`src/rtl/beta_pkg.sv`:
```
// Shared types and helpers for the Beta core pipeline control.
package beta_pkg;

  // One-hot sequencer states.
  typedef enum logic [2:0] {
    RUN   = 3'b001,
    MWAIT = 3'b010,
    IRQ   = 3'b100
  } ctrl_state_t;

  // R31 always reads as zero, so it never carries a real dependency.
  localparam logic [4:0] R31 = 5'd31;

  // Coarse opcode classes, shared with the decode stage.
  typedef enum logic [2:0] {
    OPC_ALU  = 3'd0,
    OPC_ALUC = 3'd1,
    OPC_LD   = 3'd2,
    OPC_ST   = 3'd3,
    OPC_BR   = 3'd4,
    OPC_JMP  = 3'd5,
    OPC_ILL  = 3'd6
  } opc_class_t;

  // A source depends on a destination only when they match and the
  // destination is not R31.
  function automatic logic reg_match(input logic [4:0] src, input logic [4:0] dst);
    return (src == dst) && (dst != R31);
  endfunction

endpackage

```
`src/rtl/hazard_detect.sv`:
```
// Load-use hazard compare between the RF operands and the EX/MEM destinations.
module hazard_detect
  import beta_pkg::*;
(
  input  logic [4:0] ra_rf,
  input  logic [4:0] rb_rf,
  input  logic       ra_used_rf,
  input  logic       rb_used_rf,
  input  logic [4:0] rc_ex,
  input  logic       ld_ex,
  input  logic [4:0] rc_mem,
  input  logic       ld_mem,
  input  logic       dmem_ack,
  output logic       hz_ex,
  output logic       hz_mem
);

  // A load in MEM stops being a hazard in the cycle its data returns.
  always_comb begin
    hz_ex  = ld_ex & ((ra_used_rf & reg_match(ra_rf, rc_ex)) |
                      (rb_used_rf & reg_match(rb_rf, rc_ex)));
    hz_mem = ld_mem & ~dmem_ack &
             ((ra_used_rf & reg_match(ra_rf, rc_mem)) |
              (rb_used_rf & reg_match(rb_rf, rc_mem)));
  end

endmodule

```
`src/rtl/pipe_hazard_ctrl.sv`:
```
// Pipeline sequencer: stall/bubble/annul decisions, interrupt entry and
// lost-cycle accounting for the 5-stage Beta core.
//
//   state | meaning
//   RUN   | normal issue; hazards, interrupts and branches decided here
//   MWAIT | data memory access outstanding; whole pipe frozen
//   IRQ   | one cycle after interrupt entry; squash the stale fetch
module pipe_hazard_ctrl
  import beta_pkg::*;
#(
  parameter int MEM_TIMEOUT = 64,
  parameter int CNT_W       = 16
) (
  input  logic             clk,
  input  logic             rst_n,
  input  logic [4:0]       ra_rf,
  input  logic [4:0]       rb_rf,
  input  logic             ra_used_rf,
  input  logic             rb_used_rf,
  input  logic [4:0]       rc_ex,
  input  logic             ld_ex,
  input  logic [4:0]       rc_mem,
  input  logic             ld_mem,
  input  logic             dmem_req,
  input  logic             dmem_ack,
  input  logic             br_taken_rf,
  input  logic             irq,
  output logic             stall_if,
  output logic             stall_rf,
  output logic             stall_all,
  output logic             bubble_ex,
  output logic             bubble_wb,
  output logic             annul_if,
  output logic             annul_rf,
  output logic             irq_take,
  output logic             mem_err,
  output logic [CNT_W-1:0] stall_count
);

  localparam int TO_W = (MEM_TIMEOUT > 2) ? $clog2(MEM_TIMEOUT) : 1;
  localparam logic [TO_W-1:0] TO_LAST = TO_W'(MEM_TIMEOUT - 1);

  ctrl_state_t     state, state_nxt;
  logic [TO_W-1:0] to_cnt, to_cnt_nxt;
  logic            hz_ex, hz_mem;
  logic            memwait;

  hazard_detect u_hazard_detect (
    .ra_rf      (ra_rf),
    .rb_rf      (rb_rf),
    .ra_used_rf (ra_used_rf),
    .rb_used_rf (rb_used_rf),
    .rc_ex      (rc_ex),
    .ld_ex      (ld_ex),
    .rc_mem     (rc_mem),
    .ld_mem     (ld_mem),
    .dmem_ack   (dmem_ack),
    .hz_ex      (hz_ex),
    .hz_mem     (hz_mem)
  );

  assign memwait = dmem_req & ~dmem_ack;

  // State and memory-timeout registers.
  always_ff @(posedge clk or negedge rst_n) begin
    if (!rst_n) begin
      state  <= RUN;
      to_cnt <= '0;
    end else begin
      state  <= state_nxt;
      to_cnt <= to_cnt_nxt;
    end
  end

  // Next state and output decode; outputs are held low while reset is asserted
  // so a reset mid-access releases the pipe immediately.
  always_comb begin
    state_nxt  = state;
    to_cnt_nxt = '0;
    stall_if   = 1'b0;
    stall_rf   = 1'b0;
    stall_all  = 1'b0;
    bubble_ex  = 1'b0;
    bubble_wb  = 1'b0;
    annul_if   = 1'b0;
    annul_rf   = 1'b0;
    irq_take   = 1'b0;
    mem_err    = 1'b0;
    if (rst_n) begin
      unique case (state)
        RUN: begin
          if (memwait) begin
            stall_if  = 1'b1;
            stall_rf  = 1'b1;
            stall_all = 1'b1;
            bubble_wb = 1'b1;
            state_nxt = MWAIT;
          end else if (hz_ex | hz_mem) begin
            // RF instruction waits in place; a NOP goes down into EX.
            stall_if  = 1'b1;
            bubble_ex = 1'b1;
          end else if (irq) begin
            annul_if  = 1'b1;
            annul_rf  = 1'b1;
            irq_take  = 1'b1;
            state_nxt = IRQ;
          end else if (br_taken_rf) begin
            annul_if = 1'b1;
          end
        end
        MWAIT: begin
          if (!dmem_ack) begin
            stall_if  = 1'b1;
            stall_rf  = 1'b1;
            stall_all = 1'b1;
            bubble_wb = 1'b1;
            if (to_cnt == TO_LAST) begin
              mem_err   = 1'b1;
              annul_rf  = 1'b1;
              state_nxt = RUN;
            end else begin
              to_cnt_nxt = to_cnt + TO_W'(1);
            end
          end else begin
            state_nxt = RUN;
          end
        end
        IRQ: begin
          annul_if  = 1'b1;
          state_nxt = RUN;
        end
        default: state_nxt = RUN;
      endcase
    end
  end

  // Saturating count of front-end stall cycles.
  always_ff @(posedge clk or negedge rst_n) begin
    if (!rst_n) begin
      stall_count <= '0;
    end else if (stall_if && (stall_count != '1)) begin
      stall_count <= stall_count + CNT_W'(1);
    end
  end

endmodule

```
`config.mk`:
```
export PLATFORM = sky130hd
export DESIGN_NAME = pipe_hazard_ctrl
export DESIGN_NICKNAME = d
export VERILOG_FILES = /design/src/rtl/beta_pkg.sv /design/src/rtl/hazard_detect.sv /design/src/rtl/pipe_hazard_ctrl.sv
export SDC_FILE = /design/constraint.sdc
export NUM_CORES = 1
export LEC_CHECK = 0
export BUFFER_PORTS_ARGS = -buffer_cell sky130_fd_sc_hd__buf_2
export CAP_MARGIN = 20
export CORE_UTILIZATION = 45
export DETAILED_ROUTE_END_ITERATION = 8
export PLACE_DENSITY = 0.72
export RECOVER_POWER = 50
export SLEW_MARGIN = 20
export SYNTH_ARGS = -nofsm -noshare
export SYNTH_HDL_FRONTEND = slang
export SYNTH_SLANG_ARGS = --single-unit
```
`constraint.sdc`:
```
create_clock -name clk -period 2.45 [get_ports clk]
set_clock_uncertainty 0.1 [all_clocks]
set_input_delay 0.49 -clock clk [delete_from_list [all_inputs] [get_ports clk]]
set_output_delay 0.49 -clock clk [all_outputs]
set_load 0.005 [all_outputs]
```
=== Yosys cells after proc, flatten, opt, wreduce, memory -nomap -nowiden ===
Index checks and enable logic that the tools add are counted.

* Logic and storage cells: 75
* Latch bits: 0
* Register bits after elaboration: 25
* Memory bits (writable): 0
* Memories kept: 0
* Input port bits: 30
* Output and inout bits: 25
* Bits in read-only memories: 0

* Div/mod/pow operators: 0
* Muxes and demuxes: 38
* Reduce and logical (&&, ||, !) cells: 6
* Shift-type cells: 0
* $add $sub $neg: 2
* Multipliers: 0
* Order comparisons: 0
* Bitwise logic cells: 12
* Eq/ne operators: 14

{| class="wikitable"
|+ Operators by type and width
! kind !! count
|-
| $mux 1 || 24
|-
| $mux 6 || 4
|-
| $eq 5x5->1 || 4
|-
| $add 16x1->16 const B || 1
|-
| $ne 16x16->1 const B || 1
|-
| $mux 3 || 5
|-
| $ne 5x5->1 const B || 2
|-
| $ne 3x3->1 const B || 3
|-
| $and 1x1->1 || 8
|-
| $pmux 1 s2 || 4
|-
| $add 6x1->6 const B || 1
|-
| $eq 6x6->1 const B || 1
|-
| $pmux 3 s2 || 1
|-
| $logic_and 1x1->1 || 5
|-
| $reduce_and 4->1 || 1
|-
| $eq 3x1->1 const B || 1
|-
| $eq 3x2->1 const B || 1
|-
| $eq 3x3->1 const B || 1
|-
| $or 1x1->1 || 3
|-
| $not 1->1 || 1
|}

=== Depth between registers and ports, before layout ===
Gate-level depths: netlist (run 1).

* Depth after elaboration: 11
* Mapped depth: 7
* Gate-level depth less buffers: 7

=== By module ===
From an unflattened synthesis (run 1), not the netlist that was laid out.

* Cells, all modules: 163
* Area, all modules: 1,584.0 µm²

{| class="wikitable"
|+ By module, submodules not included
! module !! times used !! sequential area each (µm²) !! cells an instance !! area each (µm²)
|-
| pipe_hazard_ctrl || 1 || 626.9 || 127 || 1,321.3
|-
| hazard_detect || 1 || 0.0 || 36 || 262.8
|}

=== Worst setup path after synthesis (run 1) ===
OpenSTA, ideal clock, no wires.

* Kind: input -> output
* From: input rc_mem[2]
* To: output stall_if
* Setup slack: 0.250 ns
* Stages on the path: 6
* Arrival: 1.610 ns
* Path buffers: 1
* Data required time: 1.860 ns
* Path through: and3_1 > a311oi_1 > and2_1 > a32o_4 > buf_12 > or2_2

* Cells in the longest elaborated chain, start to end: 10

{| class="wikitable"
|+ Ends and longest elaborated chain
! item !! RTL line !! source
|-
| from (decl) || pipe_hazard_ctrl.sv:22 || <nowiki>input logic [4:0] rc_mem,</nowiki>
|-
| $eq 5x5->1 / $ne 5x5->1 (equally long branches) || beta_pkg.sv:28 || <nowiki>return (src == dst) && (dst != R31);</nowiki>
|-
| $logic_and 1x1->1 || beta_pkg.sv:28 ||
|-
| $and 1x1->1, on equally long branches || hazard_detect.sv:23, hazard_detect.sv:24 ||
|-
| $or 1x1->1 * || hazard_detect.sv:23 || <nowiki>((ra_used_rf & reg_match(ra_rf, rc_mem)) |</nowiki>
|-
| $and 1x1->1 * || hazard_detect.sv:22 || <nowiki>hz_mem = ld_mem & ~dmem_ack &</nowiki>
|-
| $or 1x1->1 * || pipe_hazard_ctrl.sv:98 || <nowiki>end else if (hz_ex | hz_mem) begin</nowiki>
|-
| $mux 1 * || pipe_hazard_ctrl.sv:98 ||
|-
| $mux 1 * || pipe_hazard_ctrl.sv:92 || <nowiki>if (memwait) begin</nowiki>
|-
| $pmux 1 s2 * || pipe_hazard_ctrl.sv:90 || <nowiki>unique case (state)</nowiki>
|-
| $mux 1 * || pipe_hazard_ctrl.sv:89 || <nowiki>if (rst_n) begin</nowiki>
|-
| to (decl) || pipe_hazard_ctrl.sv:28 || <nowiki>output logic stall_if,</nowiki>
|}

Every way passes the cells marked *; elsewhere a longest branch is shown, timed or not.

=== Worst setup path in the final report (run 1) ===
* From: register state[2]
* To: output stall_if

* Cells in the longest elaborated chain, start to end: 3

{| class="wikitable"
|+ Ends and longest elaborated chain
! item !! RTL line !! source
|-
| from (decl) || pipe_hazard_ctrl.sv:43 || <nowiki>ctrl_state_t state, state_nxt;</nowiki>
|-
| from (signal assigned) || pipe_hazard_ctrl.sv:70 || <nowiki>state <= state_nxt;</nowiki>
|-
| $eq 3x2->1 / $eq 3x1->1 (equally long branches) || pipe_hazard_ctrl.sv:90 ||
|-
| $pmux 1 s2 * || pipe_hazard_ctrl.sv:90 ||
|-
| $mux 1 * || pipe_hazard_ctrl.sv:89 ||
|}

Marked as above.

==> flow_summary.ini, run 1 <==
[pwr]
p_clk_frac = 0.227
p_int_uw = 725.3
vdd_drop_max_mv = 0.3695
leakagePower_uw = 0.0009985
combinationalPowerShare = 0.290
seqPwrFrac = 0.483
p_sw_frac = 0.3126
powerDensity_mw_per_mm2 = 486.0
net-switching-power_uw = 329.8

[clock_tree]
clk-insertion-delay-late_ps = 260
htreeDepth = 1
clkTransAtPathRegs_ps = 90
cts_setup_buffers = 0
cts_buffer_depth = 2
cts_tree = done
cts-root-buf = clkbuf_8
cts_buffers = 3
cts_sinks = 25

[hold_path]
min_path_type = in2async

[timing]
drv_slew = 0
worst_slew_pin_slew_ps = 406.5
setup_viol = 0
rsz0062_at_grt = false
finalSetupTns_ps = 0
relSlewSlack = 0.7269
hold_viol_final = 0
fin_crit_sh = 0.9833
min_period_ps = 2409
fmax_ghz = 0.4151

[die]
ios = 55
chipHeight_um = 64.64
core_sq_mm = 0.003716
row_count = 22
die_w_um = 64.64
initial_core_util = 0.4751
design.die.area_sq_mm = 0.004178

[yosys]
async_flop_share = 1.000
synth_top_area_frac = 0.3402
synth_common_cells = 35 x xnor2_1, 24 x dfrtp_1, 14 x nand2_1
ys_warn_count = 0
synth.area.top_cells = dfrtp_1 34%, xnor2_1 17%, o211ai_2 6.4%, nand2_1 3.0%, and3_1 2.8%
yosys.area.top_type = dfrtp_1
avgSynthCellArea_sq_um = 10.15
postSynthCellCount = 174
ys_ff_latch = 25
syn_area_sq_mm = 0.001765
yosysMostFrequentCell = xnor2_1
synth_cell_type_count = 46
yosys_most_used_dff = dfrtp_1
seq_area_frac_synth = 0.3551
syn_nets = 206
synth_edf_count = 0

[run]
drv_cap = 0

[place]
place_area_sq_mm = 0.002106
dp.cells = 279
portBuffers = 54
place_congestion = 0.8747
dp_hpwl_um = 2998

[routing]
wl_met1_um = 1810
drt_iter0_drc = 69
top_layer = met4
avgViaCountPerCell = 5.279
ant_nets = 0
wl_per_cell_um = 13.34
wl_met3_um = 135
wl_met2_um = 1817
vias = 1494
finalWirelength_um = 3776
drt_first_pass_iters = 4
drc = 0

[setup_path]
r2r_start = state[2]
cp-start-kind = register
cp.required_ps = 1860
critPathMaxStageDelay_ps = 470
arrival_ps = 1820
r2r-end = stall_count[1]
critical_path_buf_inv_count = 1
critical_path.slowest_cell = dfrtp_1
cp_top_family = simple AND/OR/NAND/NOR gates
end_kind = output port
cp_cell_sequence = nand2b_4, nor2_2, and2_1, a32o_4, or2_2, buf_2
ff2ff_path_depth = 7
worstPathMaxFanout = 7
crit_type = reg2out
rrSetupSlack_ps = 430
cp.depth = 6

[cells_and_area]
fill_cells = 343
antenna_cells = 0
nets = 268
multi_input_area_sq_mm = 0.001101
finalInstanceArea_sq_mm = 0.002171
layout-drive-gt1-share = 0.3787
syn_to_final_growth_pct = 22.96
seq_area_sq_um = 626.9
stdcell_count = 283

[global_routing]
grt_max_degree = 32
antenna_found_initial = 0
gr-total-overflow = 0
grt.total_usage = 0.1937
grt_pass1_wl_um = 6341
first_global_vias = 1416

[outcome]
status = finished clean
state kept, by name, summed over array words and instances, names as in the netlist:
register     flops
stall_count     16
state            3
to_cnt           6
worst register-to-register path, stage by stage, from the launching register on:
cell	delay, ps
dfrtp_1	470
nand2b_4	200
nor2_2	50
and2_1	150
a32o_4	290
buf_4	160
o21ai_2	180
mux2_4	310
worst max path at each step:
| stage | startpoint | slack, ps | endpoint |
|---|---|---|---|
| 3_3_place_gp | rc_ex[3] | 70 | annul_rf |
| 5_1_grt | state[2] | 0.5 | stall_if |
| 6_report | state[2] | 40 | stall_if |
| 3_5_place_dp | rc_ex[2] | 40 | annul_rf |
| 2_1_floorplan | rc_mem[2] | 250 | stall_if |
| 4_1_cts | rc_ex[2] | 40 | annul_rf |
per-stage QoR:
step | setup slack [ps] | power [uW] | hold WS, ps | util
2_1_floorplan | 250.5 | 693.8 | 94.41 | -
5_1_grt | 0.5363 | 1110 | 283.3 | 0.5842
3_5_place_dp | 35.12 | 817.0 | 357.7 | 0.5667
6_report | 40.82 | 1055 | 233.8 | 0.5842
3_3_place_gp | 70.50 | 814.0 | 355.1 | 0.5667
4_1_cts | 39.03 | 1055 | 180.7 | 0.5791
cells by family (layout without fill, tap and decap cells):
group                      after synthesis  count (layout)  share of synthesized area
xor gates and xnor gates                37              37                     0.1836
muxes                                    4               4                    0.02835
and+or+nand+nor                         65              65                     0.2070
adders and majority gates                2               2                    0.01417
AOI/OAI and AO/OA                       32              32                     0.1772
DFF                                     25              25                     0.3551
buffers and inverters                    9              70                    0.03473
layout by cell type (no fill, tap or decap), drive strengths merged, types with 2 or more instances in the layout:
cell type,synthesis,final
a211oi,2,2
and3,9,9
buf,4,57
clkbuf,0,7
dfrtp,24,24
ha,2,2
inv,5,5
mux2,2,2
mux2i,2,2
nand2,14,14
nand2b,3,3
nand3,8,8
nand4,5,5
nor2,14,14
nor3,8,8
o211ai,13,13
o21ai,4,4
o22ai,2,2
xnor2,35,35
xor2,2,2
cell type report:
type / instances / share of cell area
clock buffer: 3 / 0.01902
clock inverter: 1 / 0.002305
inverter: 5 / 0.008646
multi-input combinational: 140 / 0.5072
sequential: 25 / 0.2888
tap: 48 / 0.02767
timing repair buffer: 61 / 0.1464
routing by layer:
layer  global-route usage  up-vias
li1                     -      751
met1               0.2793      709
met2               0.3158       32
met3              0.01937        2
met4              0.03889        0
met5                    0        -
power by group through the flow:
| stage | logic, uW | registers (uW) | clock network (uW) |
|---|---|---|---|
| floorplan | 185 | 509 | 0 |
| CTS | 303 | 508 | 244 |
| global placement | 298 | 516 | 0 |
| global route | 339 | 517 | 254 |
| detailed placement | 301 | 516 | 0 |
| finish | 306 | 510 | 239 |
timing repair:
| action | CTS | global route |
|---|---|---|
| gates resized for setup | 0 | 4 |
| endpoints found under the setup margin | 0 | 2 |
| hold buffers | 0 | 0 |
Power figures use the tool's default switching activity.
==> run 2, diff against run 1 <==
--- a/config.mk
+++ b/config.mk
@@ -9,9 +9,10 @@
 export CAP_MARGIN = 20
 export CORE_UTILIZATION = 45
 export DETAILED_ROUTE_END_ITERATION = 8
-export PLACE_DENSITY = 0.72
+export PLACE_DENSITY = 0.73
 export RECOVER_POWER = 50
 export SLEW_MARGIN = 20
 export SYNTH_ARGS = -nofsm -noshare
 export SYNTH_HDL_FRONTEND = slang
+export SYNTH_HIERARCHICAL = 1
 export SYNTH_SLANG_ARGS = --single-unit
==> run 2 against run 1 <==
  * The flow now finishes with violations (negative setup slack)
  * Critical path depth rose by 3
  * Hold slack improved by 150 ps
  * Routed wire length is 8.4% lower
  * Non-clock buffer count rose by 1
  * Via count down 3.7%
  * Flip-flop and latch count stayed put
  * Utilization grew 3.2 points
  * Critical endpoint is now annul_if
  * Highest routed layer unchanged
==> flow_summary.ini, run 2 <==
[outcome]
status = finished with violations
violations = negative setup slack

[pwr]
combinationalPowerShare = 0.293
leakagePower_uw = 0.0009592
powerDensity_mw_per_mm2 = 491.1
p_sw_frac = 0.3317
seqPwrFrac = 0.520
p_clk_frac = 0.187
vdd_drop_max_mv = 0.3569
net-switching-power_uw = 337.3
p_int_uw = 679.5

[die]
design.die.area_sq_mm = 0.003761
ios = 55
core_sq_mm = 0.003363
die_w_um = 61.33
row_count = 21
chipHeight_um = 61.33
initial_core_util = 0.4710

[routing]
avgViaCountPerCell = 5.290
drc = 0
finalWirelength_um = 3458
vias = 1439
drt_iter0_drc = 41
ant_nets = 0
wl_per_cell_um = 12.71
drt_first_pass_iters = 4

[cells_and_area]
layout_commonest_cell = buf_2
antenna_cells = 0
layout-drive-gt1-share = 0.3407
top_regs = stall_count: 16 flops, to_cnt: 6 flops, state: 3 flops
fill_cells = 309
syn_to_final_growth_pct = 30.73
largest_register_ffs = 16
seq_area_sq_um = 626.9
multi_input_area_sq_um = 975.9
nets = 259
layout_common_cells = 43 x buf_2, 24 x dfrtp_1, 20 x xor2_1, 18 x xnor2_1
regMostFlops = stall_count

[global_routing]
grt.total_usage = 0.1857
grt_pass1_wl_um = 5264
gr-total-overflow = 0
grt_max_degree = 16
antenna_found_initial = 0
first_global_vias = 1230

[clock_tree]
cts_buffers = 3
htreeDepth = 1
clk-insertion-delay-late_ps = 320
cts_buffer_depth = 2
cts_tree = done
cts_sinks = 25
cts-root-buf = clkbuf_4
clkTransAtPathRegs_ps = 130

[setup_path]
cp-start-kind = input pin
cp.required_ps = 1860
worstPathMaxFanout = 3
crit_type = in2out
end_kind = output port
arrival_ps = 1860

[yosys]
seq_area_frac_synth = 0.3957
postSynthCellCount = 163
syn_area_sq_mm = 0.001584
yosys.area.top_type = dfrtp_1
ys_warn_count = 6
yosysMostFrequentCell = dfrtp_1
yosys_most_used_dff = dfrtp_1
synth_cell_type_count = 38
synth_edf_count = 0
avgSynthCellArea_sq_um = 9.718
synth.area.top_cells = dfrtp_1 38%, xor2_1 11%, xnor2_1 10%, nand4_1 4.3%, nand3_1 4.1%
syn_nets = 195
async_flop_share = 1.000
ys_ff_latch = 25
synth_common_cells = 24 x dfrtp_1, 20 x xor2_1, 18 x xnor2_1
synth_top_area_frac = 0.3791

[place]
place_congestion = 0.8083
portBuffers = 54
dp_hpwl_um = 2601

[timing]
worst_slew_pin_slew_ps = 620.4
hold_viol_final = 0
rsz0062_at_grt = true
drv_slew = 0
hold_ws_ps = 385.0
relSlewSlack = 0.5864
fin_crit_sh = 1.000
worst_slack_ps = -0.7206
min_period_ps = 2451
fmax_ghz = 0.4080
setup_viol = 1
finalSetupTns_ps = -0.7206

[run]
drv_cap = 0

[hold_path]
min_path_type = reg2reg
[run 2: cell count changes after synthesis, moves of 3 or more]
cell,change
nor4_1,+5
o211ai_2,-9
nand3_1,+6
o211ai_1,-3
xnor2_1,-17
inv_1,-3
nand4_1,+6
nor3_1,-4
xor2_1,+18
[run 2: power by group through the flow]
stage          Sequential (uW)  Combinational, uW  Clock [uW]
2_1_floorplan              525                159           0
3_3_place_gp               533                268           0
3_5_place_dp               535                271           0
4_1_cts                    528                277         192
5_1_grt                    537                331         208
6_report                   529                298         190
[run 2: worst paths after layout]
kind	cells past startpoint	to	start	slack, ps
setup reg to reg	6	stall_count[1]	state[0]	390
hold reg to reg	1	to_cnt[0]	to_cnt[0]	380
min in group asynchronous	2	state[2]	rst_n	460
hold / removal	1	to_cnt[0]	to_cnt[0]	380
setup / recovery	9	annul_if	rc_ex[4]	-0.7
max in group asynchronous	3	to_cnt[3]	rst_n	1010
[run 2: what timing repair did]
item,4_1_cts,5_1_grt
resized for setup,2,19
pin swaps,1,13
gates cloned,0,0
setup endpoints to repair,1,5
hold buffers,1,0
setup buffers,0,3
hold endpoints to repair,4,0
[run 2: routing by layer]
| metal | share of wire | up-vias | wire length [um] | GRT usage |
|---|---|---|---|---|
| met5 | 0 | - | 0 | 0 |
| met2 | 0.46 | 59 | 1582 | 0.2981 |
| met3 | 0.057 | 4 | 198 | 0.02521 |
| met1 | 0.48 | 667 | 1645 | 0.2655 |
| li1 | - | 709 | - | - |
| met4 | 0.0090 | 0 | 31 | 0.04762 |
[run 2: cell type report]
class,instances,area share
clock buffer,3,0.01088
clock inverter,1,0.003625
inverter,2,0.003625
multi-input combinational,133,0.4713
sequential,25,0.3027
tap,46,0.02779
timing repair buffer,62,0.1801
[run 2: cell families (layout without fill, tap and decap cells)]
family / count (synthesis) / in the layout / share of synthesized area
fa+ha+maj: 2 / 2 / 0.01580
compound gates: 12 / 12 / 0.05134
buf+inv: 5 / 68 / 0.02133
simple gates: 78 / 78 / 0.2844
flops: 25 / 25 / 0.3957
mux: 3 / 3 / 0.02133
xor+xnor: 38 / 38 / 0.2101
[run 2: worst max-delay path, stage by stage]
cell and delay (ps):
buf_4 130, xor2_1 150, nor4_1 270, nand3_1 180, a21oi_4 250, nor2_4 80
o211ai_1 90, a21boi_1 90, buf_2 120
[run 2: through the flow]
step / area [sq um] / setup slack [ps] / util / instances / total power [uW]
after floorplan: 1584 / 324.1 / - / 163 / 684.9
after global placement: 1928 / 2.778 / 0.5733 / 264 / 800.7
after detailed placement: 1928 / -27.46 / 0.5733 / 264 / 806.2
after CTS: 1978 / 5.218 / 0.5882 / 269 / 997.0
after global routing: 2071 / -98.41 / 0.6157 / 272 / 1076
final: 2071 / -0.7206 / 0.6157 / 272 / 1017
